--- config.mk ---
export PLATFORM = sky130hd
export DESIGN_NAME = evr_frame_rx
export DESIGN_NICKNAME = d
export VERILOG_FILES = /design/src/rtl/evr_frame_rx.sv
export SDC_FILE = /design/constraint.sdc
export NUM_CORES = 1
export LEC_CHECK = 0
export BUFFER_PORTS_ARGS = -buffer_cell sky130_fd_sc_hd__buf_2
export CAP_MARGIN = 20
export CORE_MARGIN = 1
export CORE_UTILIZATION = 55
export DETAILED_ROUTE_END_ITERATION = 10
export PLACE_DENSITY = 0.78
export SETUP_SLACK_MARGIN = 0.1
export SLEW_MARGIN = 40
export SYNTH_ARGS = -nofsm -noshare
export SYNTH_HDL_FRONTEND = slang
export SYNTH_SLANG_ARGS = --single-unit
--- constraint.sdc ---
create_clock -name clk -period 3 [get_ports clk]
set_input_delay 0.15 -clock clk [delete_from_list [all_inputs] [get_ports clk]]
set_output_delay 0.15 -clock clk [all_outputs]
set_load 0.1 [all_outputs]
--- src/rtl/evr_frame_rx.sv ---
// Event-receiver RX frame parser: event decode, distributed bus, segment reassembly.
// Optional checksum check of segment frames is enabled by defining EVR_SEG_CKSUM_EN.
module evr_frame_rx #(
    parameter int          SEG_BYTES = 16,
    parameter logic [7:0]  K_COMMA   = 8'hBC,
    parameter logic [7:0]  K_START   = 8'h5C,
    parameter logic [7:0]  K_STOP    = 8'h3C
) (
    input  logic                       clk,
    input  logic                       rst,
    input  logic                       rx_valid,
    input  logic [15:0]                rx_data,
    input  logic [1:0]                 rx_isk,
    output logic [7:0]                 ev,
    output logic [7:0]                 dbus,
    output logic                       phase_ok,
    output logic                       seg_valid,
    output logic [7:0]                 seg_addr,
    output logic [SEG_BYTES*8-1:0]     seg_data,
    output logic                       seg_err,
    output logic [15:0]                err_cnt
);

    // state  | meaning
    // S_IDLE | waiting for K_START
    // S_ADDR | expecting segment address byte
    // S_DATA | collecting SEG_BYTES payload bytes
    // S_STOP | expecting K_STOP
    // S_CK_H | expecting checksum high byte
    // S_CK_L | expecting checksum low byte, then decide
    typedef enum logic [2:0] {
        S_IDLE, S_ADDR, S_DATA, S_STOP, S_CK_H, S_CK_L
    } state_t;

    localparam int CW = $clog2(SEG_BYTES);

    state_t                    state_q, state_d;
    logic [CW-1:0]             cnt_q, cnt_d;
    logic [7:0]                addr_q, addr_d;
    logic [SEG_BYTES*8-1:0]    shadow_q, shadow_d;
    logic                      ph_q;
    logic                      err_d, good_d;
`ifdef EVR_SEG_CKSUM_EN
    logic [15:0]               sum_q, sum_d;
    logic [7:0]                ckh_q, ckh_d;
`endif

    logic       comma, dbus_phase, data_ok, seg_stb, dbus_stb, byte_k, is_start;
    logic [7:0] byte_d;

    assign byte_d     = rx_data[7:0];
    assign byte_k     = rx_isk[0];
    assign is_start   = byte_k && (byte_d == K_START);
    assign comma      = rx_isk[1] && (rx_data[15:8] == K_COMMA);
    // ph_q predicts the dbus phase; a comma forces realignment
    assign dbus_phase = comma || ph_q;
    assign data_ok    = phase_ok || comma;
    assign seg_stb    = rx_valid && data_ok && !dbus_phase;
    assign dbus_stb   = rx_valid && data_ok && dbus_phase;

    always_comb begin
        state_d  = state_q;
        cnt_d    = cnt_q;
        addr_d   = addr_q;
        shadow_d = shadow_q;
        err_d    = 1'b0;
        good_d   = 1'b0;
`ifdef EVR_SEG_CKSUM_EN
        sum_d    = sum_q;
        ckh_d    = ckh_q;
`endif
        if (seg_stb) begin
            if (is_start && state_q != S_IDLE) begin
                err_d   = 1'b1;
                state_d = S_ADDR;
            end else begin
                case (state_q)
                    S_IDLE: if (is_start) state_d = S_ADDR;
                    S_ADDR: begin
                        if (byte_k) begin
                            err_d   = 1'b1;
                            state_d = S_IDLE;
                        end else begin
                            addr_d  = byte_d;
                            cnt_d   = '0;
                            state_d = S_DATA;
`ifdef EVR_SEG_CKSUM_EN
                            sum_d   = {8'h00, byte_d};
`endif
                        end
                    end
                    S_DATA: begin
                        if (byte_k) begin
                            err_d   = 1'b1;
                            state_d = S_IDLE;
                        end else begin
                            shadow_d[(SEG_BYTES-1-int'(cnt_q))*8 +: 8] = byte_d;
`ifdef EVR_SEG_CKSUM_EN
                            sum_d = sum_q + {8'h00, byte_d};
`endif
                            if (cnt_q == CW'(SEG_BYTES-1)) state_d = S_STOP;
                            else                           cnt_d   = cnt_q + 1'b1;
                        end
                    end
                    S_STOP: begin
                        if (byte_k && byte_d == K_STOP) begin
                            state_d = S_CK_H;
                        end else begin
                            err_d   = 1'b1;
                            state_d = S_IDLE;
                        end
                    end
                    S_CK_H: begin
                        if (byte_k) begin
                            err_d   = 1'b1;
                            state_d = S_IDLE;
                        end else begin
                            state_d = S_CK_L;
`ifdef EVR_SEG_CKSUM_EN
                            ckh_d   = byte_d;
`endif
                        end
                    end
                    S_CK_L: begin
                        state_d = S_IDLE;
                        if (byte_k) begin
                            err_d = 1'b1;
                        end else begin
`ifdef EVR_SEG_CKSUM_EN
                            if ({ckh_q, byte_d} == (16'hFFFF - sum_q)) good_d = 1'b1;
                            else                                         err_d  = 1'b1;
`else
                            good_d = 1'b1;
`endif
                        end
                    end
                    default: state_d = S_IDLE;
                endcase
            end
        end
    end

    always_ff @(posedge clk) begin
        if (rst || !rx_valid) begin
            state_q   <= S_IDLE;
            cnt_q     <= '0;
            addr_q    <= '0;
            shadow_q  <= '0;
            ph_q      <= 1'b0;
            phase_ok  <= 1'b0;
            ev        <= '0;
            dbus      <= '0;
            seg_valid <= 1'b0;
            seg_err   <= 1'b0;
            seg_addr  <= '0;
            seg_data  <= '0;
`ifdef EVR_SEG_CKSUM_EN
            sum_q     <= '0;
            ckh_q     <= '0;
`endif
            // link loss keeps the error history
            if (rst) err_cnt <= '0;
        end else begin
            state_q   <= state_d;
            cnt_q     <= cnt_d;
            addr_q    <= addr_d;
            shadow_q  <= shadow_d;
            ph_q      <= !dbus_phase;
            if (comma) phase_ok <= 1'b1;
            ev        <= rx_isk[1] ? 8'h00 : rx_data[15:8];
            if (dbus_stb) dbus <= byte_d;
            seg_valid <= good_d;
            seg_err   <= err_d;
            if (good_d) begin
                seg_addr <= addr_q;
                seg_data <= shadow_q;
            end
`ifdef EVR_SEG_CKSUM_EN
            sum_q     <= sum_d;
            ckh_q     <= ckh_d;
`endif
            if (err_d && err_cnt != 16'hFFFF) err_cnt <= err_cnt + 16'd1;
        end
    end

endmodule

-- Yosys cells after proc, flatten, opt, wreduce, memory -nomap -nowiden
Cells that the tools add are included.
- bits in registers: 315
- input bits: 21
- output and inout port bits: 171
- $add $sub $neg: 4
- eq/ne operators: 16
- shift-type cells: 2
- muxes and demuxes: 25
- bitwise operators: 2
- reductions and logical operators: 24
- operators with widths (operator ; count):
    128-bit bitwise mux ; 1
    8-bit by 33-bit variable shift with 128-bit output, first input constant ; 1
    8-bit by 33-bit variable part select with 128-bit output ; 1
    16-bit two-way mux ; 3
    8-bit negator with 33-bit output ; 1
    3-bit two-way mux ; 6
    16-bit by 1-bit adder with 16-bit output, second input constant ; 1
    16-bit inequality test, second input constant ; 1
    3-bit case mux with 5 select lines ; 1
    4-bit two-way mux ; 3
    8-bit by 6-bit == test with 1-bit output, second input constant ; 1
    8-bit by 7-bit == test with 1-bit output, second input constant ; 1
    8-bit == test, second input constant ; 1
    1-bit logical AND ; 8
    1-bit two-way mux ; 8
    2-bit inequality test, second input constant ; 4
    4-bit case mux with 2 select lines ; 1
    4-bit AND reduction ; 2
    3-bit by 2-bit == test with 1-bit output, second input constant ; 2
    3-bit == test, second input constant ; 2
    6-bit AND reduction ; 1
    4-bit by 4-bit subtractor with 5-bit output, first input constant ; 1
    4-bit by 1-bit adder with 4-bit output, second input constant ; 1
    4-bit == test, second input constant ; 1
    other kinds (15) ; 20

-- Depth between registers and ports, before layout
Gate-level depths: netlist of the first run.
- word-level depth: 9
- gate-level depth with buffers: 8
- mapped depth without buffers: 6

-- Worst setup path before layout of the first run
Ideal clock, no wire load.
- path type: register to register
- from: reg err_cnt[0]
- to: reg err_cnt[0], enable pin
- data arrival time: 2.364 ns
- path slack: 0.319 ns
- cell stages (with the launch flop): 7
- period minus slack after synthesis: 2.681 ns
- cells stage by stage: edfxtp_1 > ha_1 > and3_1 > clkbuf_1 > and4_1 > nand3_1 > a31o_1
- word-level cells in the longest chain between the ends: 4
- ends and longest elaborated chain (item ; RTL line ; text):
    start: declaration ; 21 ; output logic [15:0] err_cnt
    start signal: assignment ; 182 ; if (err_d && err_cnt != 16'hFFFF) err_cnt <= err_cnt + 16'd1;
    16-bit inequality test ; 182 ;
    1-bit logical AND ; 182 ;
    2-bit nonzero test (no source line) ; n/a ;
    2-bit AND reduction (no source line) ; n/a ;
Every way passes these cells.
A chain may end at the register's enable or synchronous reset.

-- Worst setup path in the final report of the first run
- from: reg cnt_q[2]
- to: reg shadow_q[80]
- word-level cells in the longest chain between the ends: 4
- elaborated cells on any way between the ends: 5
- ends and longest elaborated chain (item ; RTL line ; text):
    start: declaration ; 38 ; logic [CW-1:0] cnt_q, cnt_d;
    start signal: assignment ; 165 ; cnt_q <= cnt_d;
    4-bit by 4-bit subtractor with 5-bit output * ; 97 ; shadow_d[(SEG_BYTES-1-int'(cnt_q))*8 +: 8] = byte_d;
    8-bit negator with 33-bit output * ; 97 ;
    8-bit by 33-bit variable part select with 128-bit output or 8-bit by 33-bit variable shift with 128-bit output (tied branches) ; 97 ;
    128-bit bitwise mux * ; 97 ;
    end signal: assignment ; 167 ; shadow_q <= shadow_d;
    end: declaration ; 40 ; logic [SEG_BYTES*8-1:0] shadow_q, shadow_d;
Every way passes the cells marked *; elsewhere a longest branch is shown, timed or not.

==> impl_metrics.py, run 1 <==
metrics = {
    "status": {
        "status": "finished, final reports clean",
    },
    "cts": {
        "cts_sinks": 315,
        "cts_tree": "done",
        "cts.htree.levels": 1,
        "clkTransAtPathRegs_ns": 0.07,
        "numCtsBuffers": 31,
        "cts_root_buf": "clkbuf_16",
        "clkLatencyLatePin_ns": 0.55,
        "clock_path_buffers": 3,
    },
    "route": {
        "vias_per_cell": 5.508,
        "vias": 9385,
        "drc": 0,
        "wl_per_cell_um": 17.38,
        "dr.pass1.iters": 5,
        "drt_iter0_markers": 778,
        "wl_mm": 29.62,
        "ant_nets": 0,
    },
    "cells_and_area": {
        "nFillCells": 1671,
        "mostFrequentLayoutCells": "dfxtp_1 (299), nand2_1 (222), buf_2 (191)",
        "layout.nets": 1429,
        "area_growth_pct": 22.01,
        "layout_commonest_cell": "dfxtp_1",
        "drive_gt1_frac": 0.2064,
        "diodes": 0,
        "stdcell_area_sq_mm": 0.01451,
    },
    "placed_design": {
        "place_area_sq_mm": 0.01311,
        "post-place-ws_ns": 0.4505,
        "hpwl_mm": 18.83,
        "io_buffers": 191,
        "gp_congestion": 0.8692,
    },
    "pwr": {
        "internal_power_uw": 6985,
        "p_sw_frac": 0.2124,
        "p_leak_uw": 0.005958,
        "powerDensity_mw_per_mm2": 611.2,
        "max-vdd-ir-drop_mv": 0.4739,
        "combPwrFrac": 0.034,
        "seqPwrFrac": 0.479,
        "p_sw_uw": 1884,
        "pwr-share-clk": 0.487,
    },
    "timing": {
        "worst_pin_slew_ns": 0.7640,
        "min_period_over_period": 0.8634,
        "setup_viol": 0,
        "fmax_mhz": 386.1,
        "final_hold_viol_count": 0,
        "slew_violations": 0,
        "min_period_ns": 2.590,
        "finalClockSkew_ns": 0.01214,
        "grt_setup_unrepaired": "false",
        "hold_ws_ns": 0.05649,
        "finalWorstSetupSlack_ns": 0.4098,
        "slew_headroom": 0.4869,
        "fin_setup_tns_ns": 0,
    },
    "synthesis": {
        "synthCells": 1221,
        "synth.avg_cell_area_sq_um": 9.739,
        "yosys.area_share.simple": 0.2128,
        "async_flop_share": 0,
        "synthAdderAreaFrac": 0.003998,
        "yosys_warnings": 0,
        "synth_mux_area_frac": 0.1238,
        "synth_edf_count": 16,
        "ys_seq_area_frac": 0.5438,
        "ys_ff_latch": 315,
        "synth.cell_area_sq_mm": 0.01189,
        "synth_compound_area_frac": 0.07144,
        "synth_xor_area_frac": 0.01157,
        "ys_types": 55,
        "dominantRegCellSynth": "dfxtp_1",
        "synth_fp_nets": 1245,
        "synth_top_family_by_area": "simple AND/OR/NAND/NOR gates",
    },
    "worst_setup_path": {
        "required_ns": 3.47,
        "r2r_slack_ns": 0.41,
        "cp-end-kind": "flip-flop",
        "arrival_ns": 3.06,
        "cp-start-kind": "flip-flop",
        "worstSetupPathType": "reg2reg",
        "path_max_fanout": 12,
    },
    "floorplan": {
        "num_io_pins": 192,
        "initial_core_util": 0.5639,
        "placementRows": 53,
        "die_h_um": 149.0,
        "die_area_sq_mm": 0.02221,
        "core_area_sq_mm": 0.02109,
        "die_w_um": 149.0,
    },
    "job": {
        "maxCapViolCount": 0,
    },
    "global_route": {
        "antenna_found_initial": 0,
        "grt_max_degree": 149,
        "grt_pass1_vias": 8703,
        "track_usage": 0.2623,
        "grt_pass1_wl_mm": 46.04,
        "overflow": 0,
    },
    "min_path": {
        "worstHoldPathType": "in2reg",
    },
}
## per-layer routing
metal  track usage  part of all wire
met1        0.3403              0.43
met2        0.4479              0.49
met3       0.04312             0.055
met4       0.07653             0.022
met5             0                 0
## cell families after synthesis
family	Yosys count
mux	147
simple gates	488
flops	315
fa+ha+maj	4
buf+inv	93
xor+xnor	14
compound gates	160
## area by class of cell
cell class	count	area [sq um]	area share
clock buffers	39	845.8	0.05830
clock inverters	18	307.8	0.02121
inverters	1	3.754	0.0002587
multi-input cells	813	5077	0.3499
flip-flops and latches	315	6466	0.4457
well taps	275	344.1	0.02372
repair buffers	243	1464	0.1009
## worst max-delay path, cell delays in order, from the launching register on
cell	delay, ns
dfxtp_1	0.54
and3_1	0.22
ha_1	0.35
inv_1	0.20
nand2_1	0.22
nor4_4	0.68
mux2i_1	0.29
## worst paths after layout
path	from	end	cells past startpoint
setup / recovery	cnt_q[2]$_SDFFE_PP0P_	shadow_q[80]$_SDFFE_PP0P_	6
hold / removal	rx_valid	cnt_q[1]$_SDFFE_PP0P_	3
setup reg to reg	cnt_q[2]$_SDFFE_PP0P_	shadow_q[80]$_SDFFE_PP0P_	6
hold reg to reg	seg_data[125]$_SDFFE_PP0P_	seg_data[125]$_SDFFE_PP0P_	2
## flip-flops by register name, indices dropped and copies added, names as in the netlist
| name | cells |
|---|---|
| dbus | 8 |
| ph_q | 1 |
| phase_ok | 1 |
| ev | 8 |
| seg_err | 1 |
| state_q | 3 |
| err_cnt | 16 |
| shadow_q | 128 |
| seg_data | 128 |
| cnt_q | 4 |
| addr_q | 8 |
| seg_valid | 1 |
| seg_addr | 8 |
## through the flow
stage / power, uW / utilization / std cells
2_1_floorplan: 4536 / - / 1221
3_3_place_gp: 4619 / 0.6203 / 1622
3_5_place_dp: 4620 / 0.6216 / 1623
4_1_cts: 8899 / 0.6877 / 1704
5_1_grt: 9105 / 0.6880 / 1704
6_report: 8868 / 0.6880 / 1704
## Yosys cell counts, types with 5 or more instances
| cell | count | area (sq um) |
|---|---|---|
| a21oi_1 | 6 | 30.03 |
| edfxtp_1 | 16 | 480.5 |
| nor4_4 | 11 | 234.0 |
| and2_1 | 11 | 68.82 |
| nand2_1 | 222 | 833.3 |
| clkbuf_1 | 57 | 214.0 |
| buf_2 | 13 | 65.06 |
| and3_1 | 9 | 56.30 |
| nand3_1 | 154 | 770.7 |
| xor2_1 | 8 | 70.07 |
| o21ai_1 | 138 | 690.7 |
| buf_1 | 17 | 63.81 |
| or4_1 | 7 | 52.55 |
| and3b_1 | 10 | 87.58 |
| dfxtp_1 | 299 | 5986 |
| nor2_1 | 22 | 82.58 |
| mux2i_1 | 146 | 1461 |
| nor3_1 | 5 | 25.02 |
## power by group through the flow
| stage | logic (uW) | registers, uW | clock network, uW |
|---|---|---|---|
| floorplan | 95.6 | 4440 | 0 |
| global placement | 279 | 4340 | 0 |
| detailed placement | 280 | 4340 | 0 |
| CTS | 300 | 4250 | 4350 |
| global route | 317 | 4250 | 4540 |
| finish | 304 | 4250 | 4320 |
## timing repair
| action | 4_1_cts | 5_1_grt |
|---|---|---|
| setup buffers | 0 | 0 |
| hold endpoints to repair | 16 | 0 |
| resized for setup | 0 | 0 |
| hold buffers | 24 | 0 |
Power figures use the tool's default switching activity.
==> run 2: changes to the inputs <==
--- a/config.mk
+++ b/config.mk
@@ -7,6 +7,7 @@
 export LEC_CHECK = 0
 export BUFFER_PORTS_ARGS = -buffer_cell sky130_fd_sc_hd__buf_2
 export CAP_MARGIN = 20
+export CORE_ASPECT_RATIO = 1.5
 export CORE_MARGIN = 1
 export CORE_UTILIZATION = 55
 export DETAILED_ROUTE_END_ITERATION = 10
==> run 2 against run 1 <==
- clock power decreased by 14%
- sequential share of layout area is 0.54 points higher
- power is 6.9% lower
- global-route usage grew 1.2 points
- largest cell class unchanged
==> impl_metrics.py, run 2 (synthesis results as in run 1) <==
metrics = {
    "placed_design": {
        "post-place-ws_ns": 0.4871,
        "gp_congestion": 0.9121,
        "hpwl_mm": 19.93,
        "io_buffers": 191,
    },
    "route": {
        "wl_mm": 30.55,
        "ant_nets": 0,
        "wl_per_cell_um": 18.01,
        "vias": 9512,
        "drt_iter0_markers": 770,
        "drc": 0,
        "dr.pass1.iters": 7,
        "vias_per_cell": 5.608,
    },
    "worst_setup_path": {
        "crit_start": "cnt_q[2]$_SDFFE_PP0P_",
        "path_delay_family": "simple AND/OR/NAND/NOR gates",
        "slowest_delay_ns": 0.72,
        "r2r_cells": 5,
        "crit_slowest_cell": "or4_1",
        "cp-start-kind": "flip-flop",
        "path_max_fanout": 12,
        "r2r_slack_ns": 0.46,
        "r2r-start": "cnt_q[2]$_SDFFE_PP0P_",
        "rr_endpoint": "shadow_q[95]$_SDFFE_PP0P_",
        "cp-end-kind": "flip-flop",
        "worstSetupPathType": "reg2reg",
        "arrival_ns": 2.92,
        "required_ns": 3.38,
        "path_cells": "and3_1 -> ha_1 -> or2_2 -> or4_1 -> mux2i_1",
        "cp_num_buf_inv": 0,
        "cp.depth": 5,
    },
    "timing": {
        "fin_setup_tns_ns": 0,
        "slew_headroom": 0.4390,
        "setup_viol": 0,
        "grt_setup_unrepaired": "false",
        "final_hold_viol_count": 0,
        "hold_ws_ns": 0.03350,
        "slew_violations": 0,
        "finalWorstSetupSlack_ns": 0.4599,
        "finalClockSkew_ns": 0.02230,
        "min_period_ns": 2.540,
        "fmax_mhz": 393.7,
        "worst_pin_slew_ns": 0.8394,
        "min_period_over_period": 0.8467,
    },
    "cts": {
        "numCtsBuffers": 29,
        "cts_sinks": 315,
        "cts_setup_buffers": 0,
        "clkTransAtPathRegs_ns": 0.06,
        "cts_tree": "done",
        "clock_path_buffers": 3,
        "clkLatencyLatePin_ns": 0.55,
        "cts_root_buf": "clkbuf_16",
        "cts-resized-gates": 0,
        "cts.htree.levels": 1,
    },
    "min_path": {
        "hold_end": "ev[1]$_SDFF_PP0_",
        "worstHoldPathType": "in2reg",
        "whs_path_depth": 3,
        "holdCritStartpoint": "rx_isk[1]",
    },
    "pwr": {
        "combPwrFrac": 0.038,
        "internal_power_uw": 6426,
        "powerDensity_mw_per_mm2": 576.1,
        "pwr-share-clk": 0.448,
        "max-vdd-ir-drop_mv": 0.4933,
        "p_leak_uw": 0.005893,
        "p_sw_frac": 0.2220,
        "seqPwrFrac": 0.514,
        "p_sw_uw": 1833,
        "power.total_uw": 8259,
    },
    "global_route": {
        "antenna_found_initial": 0,
        "track_usage": 0.2740,
        "grt_pass1_wl_mm": 47.89,
        "overflow": 0,
        "grt_max_degree": 221,
        "grt_pass1_vias": 9292,
    },
    "job": {
        "maxCapViolCount": 0,
    },
    "cells_and_area": {
        "mostFrequentLayoutCells": "dfxtp_1 (299), nand2_1 (222), buf_2 (191)",
        "area_growth_pct": 20.55,
        "drive_gt1_frac": 0.2067,
        "reg_top3": "seg_data (128), shadow_q (128), err_cnt (16)",
        "layout.nets": 1430,
        "layout_commonest_cell": "dfxtp_1",
    },
    "floorplan": {
        "core_area_sq_mm": 0.02115,
        "placementRows": 65,
        "die_area_sq_mm": 0.02222,
        "die_w_um": 122.1,
        "num_io_pins": 192,
        "initial_core_util": 0.5624,
        "die_h_um": 182.1,
    },
    "status": {
        "status": "finished, final reports clean",
    },
}
[run 2: changes by cell type in the layout (fill, tap and decap cells not counted), sizes merged]
cell         before  now
bufinv            8    0
buf             219  224
clkbuf           39   44
dlygate4sd3      24   22
clkinvlp          1    0
diode             0    1
inv               3    2
[run 2: area by class of cell]
cell class | instances | area (sq um)
antenna | 1 | 2.502
clock buffer | 44 | 924.6
clock inverter | 8 | 58.81
fill | 1669 | 6810
inverter | 1 | 3.754
multi-input combinational | 813 | 5071
sequential | 315 | 6466
tap | 268 | 335.3
timing repair buffer | 246 | 1473
[run 2: worst reg2reg max path: stages, from the launching register on]
cell     delay [ns]
dfxtp_1        0.52
and3_1         0.21
ha_1           0.34
or2_2          0.38
or4_1          0.72
mux2i_1        0.20
[run 2: worst max-delay path by stage]
stage | slack (ns) | to
2_1_floorplan | 0.32 | err_cnt[0]$_SDFFCE_PP0P_
3_3_place_gp | 0.52 | shadow_q[76]$_SDFFE_PP0P_
3_5_place_dp | 0.49 | shadow_q[76]$_SDFFE_PP0P_
4_1_cts | 0.48 | shadow_q[127]$_SDFFE_PP0P_
5_1_grt | 0.38 | shadow_q[79]$_SDFFE_PP0P_
6_report | 0.46 | shadow_q[95]$_SDFFE_PP0P_
[run 2: power groups by stage]
stage	Sequential [uW]	Clock [uW]	Combinational, uW
floorplan	4440	0	95.6
global placement	4340	0	281
detailed placement	4340	0	283
CTS	4250	3750	302
global route	4250	3920	323
finish	4250	3700	311
[run 2: layer usage]
metal | global-route usage | up-vias | share of wire
li1 | - | 4629 | -
met3 | 0.04938 | 90 | 0.058
met4 | 0.1405 | 0 | 0.048
met2 | 0.4759 | 324 | 0.50
met1 | 0.3176 | 4469 | 0.39
met5 | 0 | - | 0
[run 2: what timing repair did]
item / 4_1_cts / 5_1_grt
endpoints found under the setup margin: 0 / 0
hold buffers: 22 / 0
hold endpoints to repair: 16 / 0
[run 2: through the flow]
| stage | std cells | util | area [sq um] |
|---|---|---|---|
| final | 1696 | 0.6779 | 14340 |
| after global placement | 1620 | 0.6194 | 13100 |
| after floorplan | 1221 | - | 11890 |
| after global routing | 1695 | 0.6778 | 14330 |
| after detailed placement | 1620 | 0.6196 | 13100 |
| after CTS | 1694 | 0.6765 | 14310 |
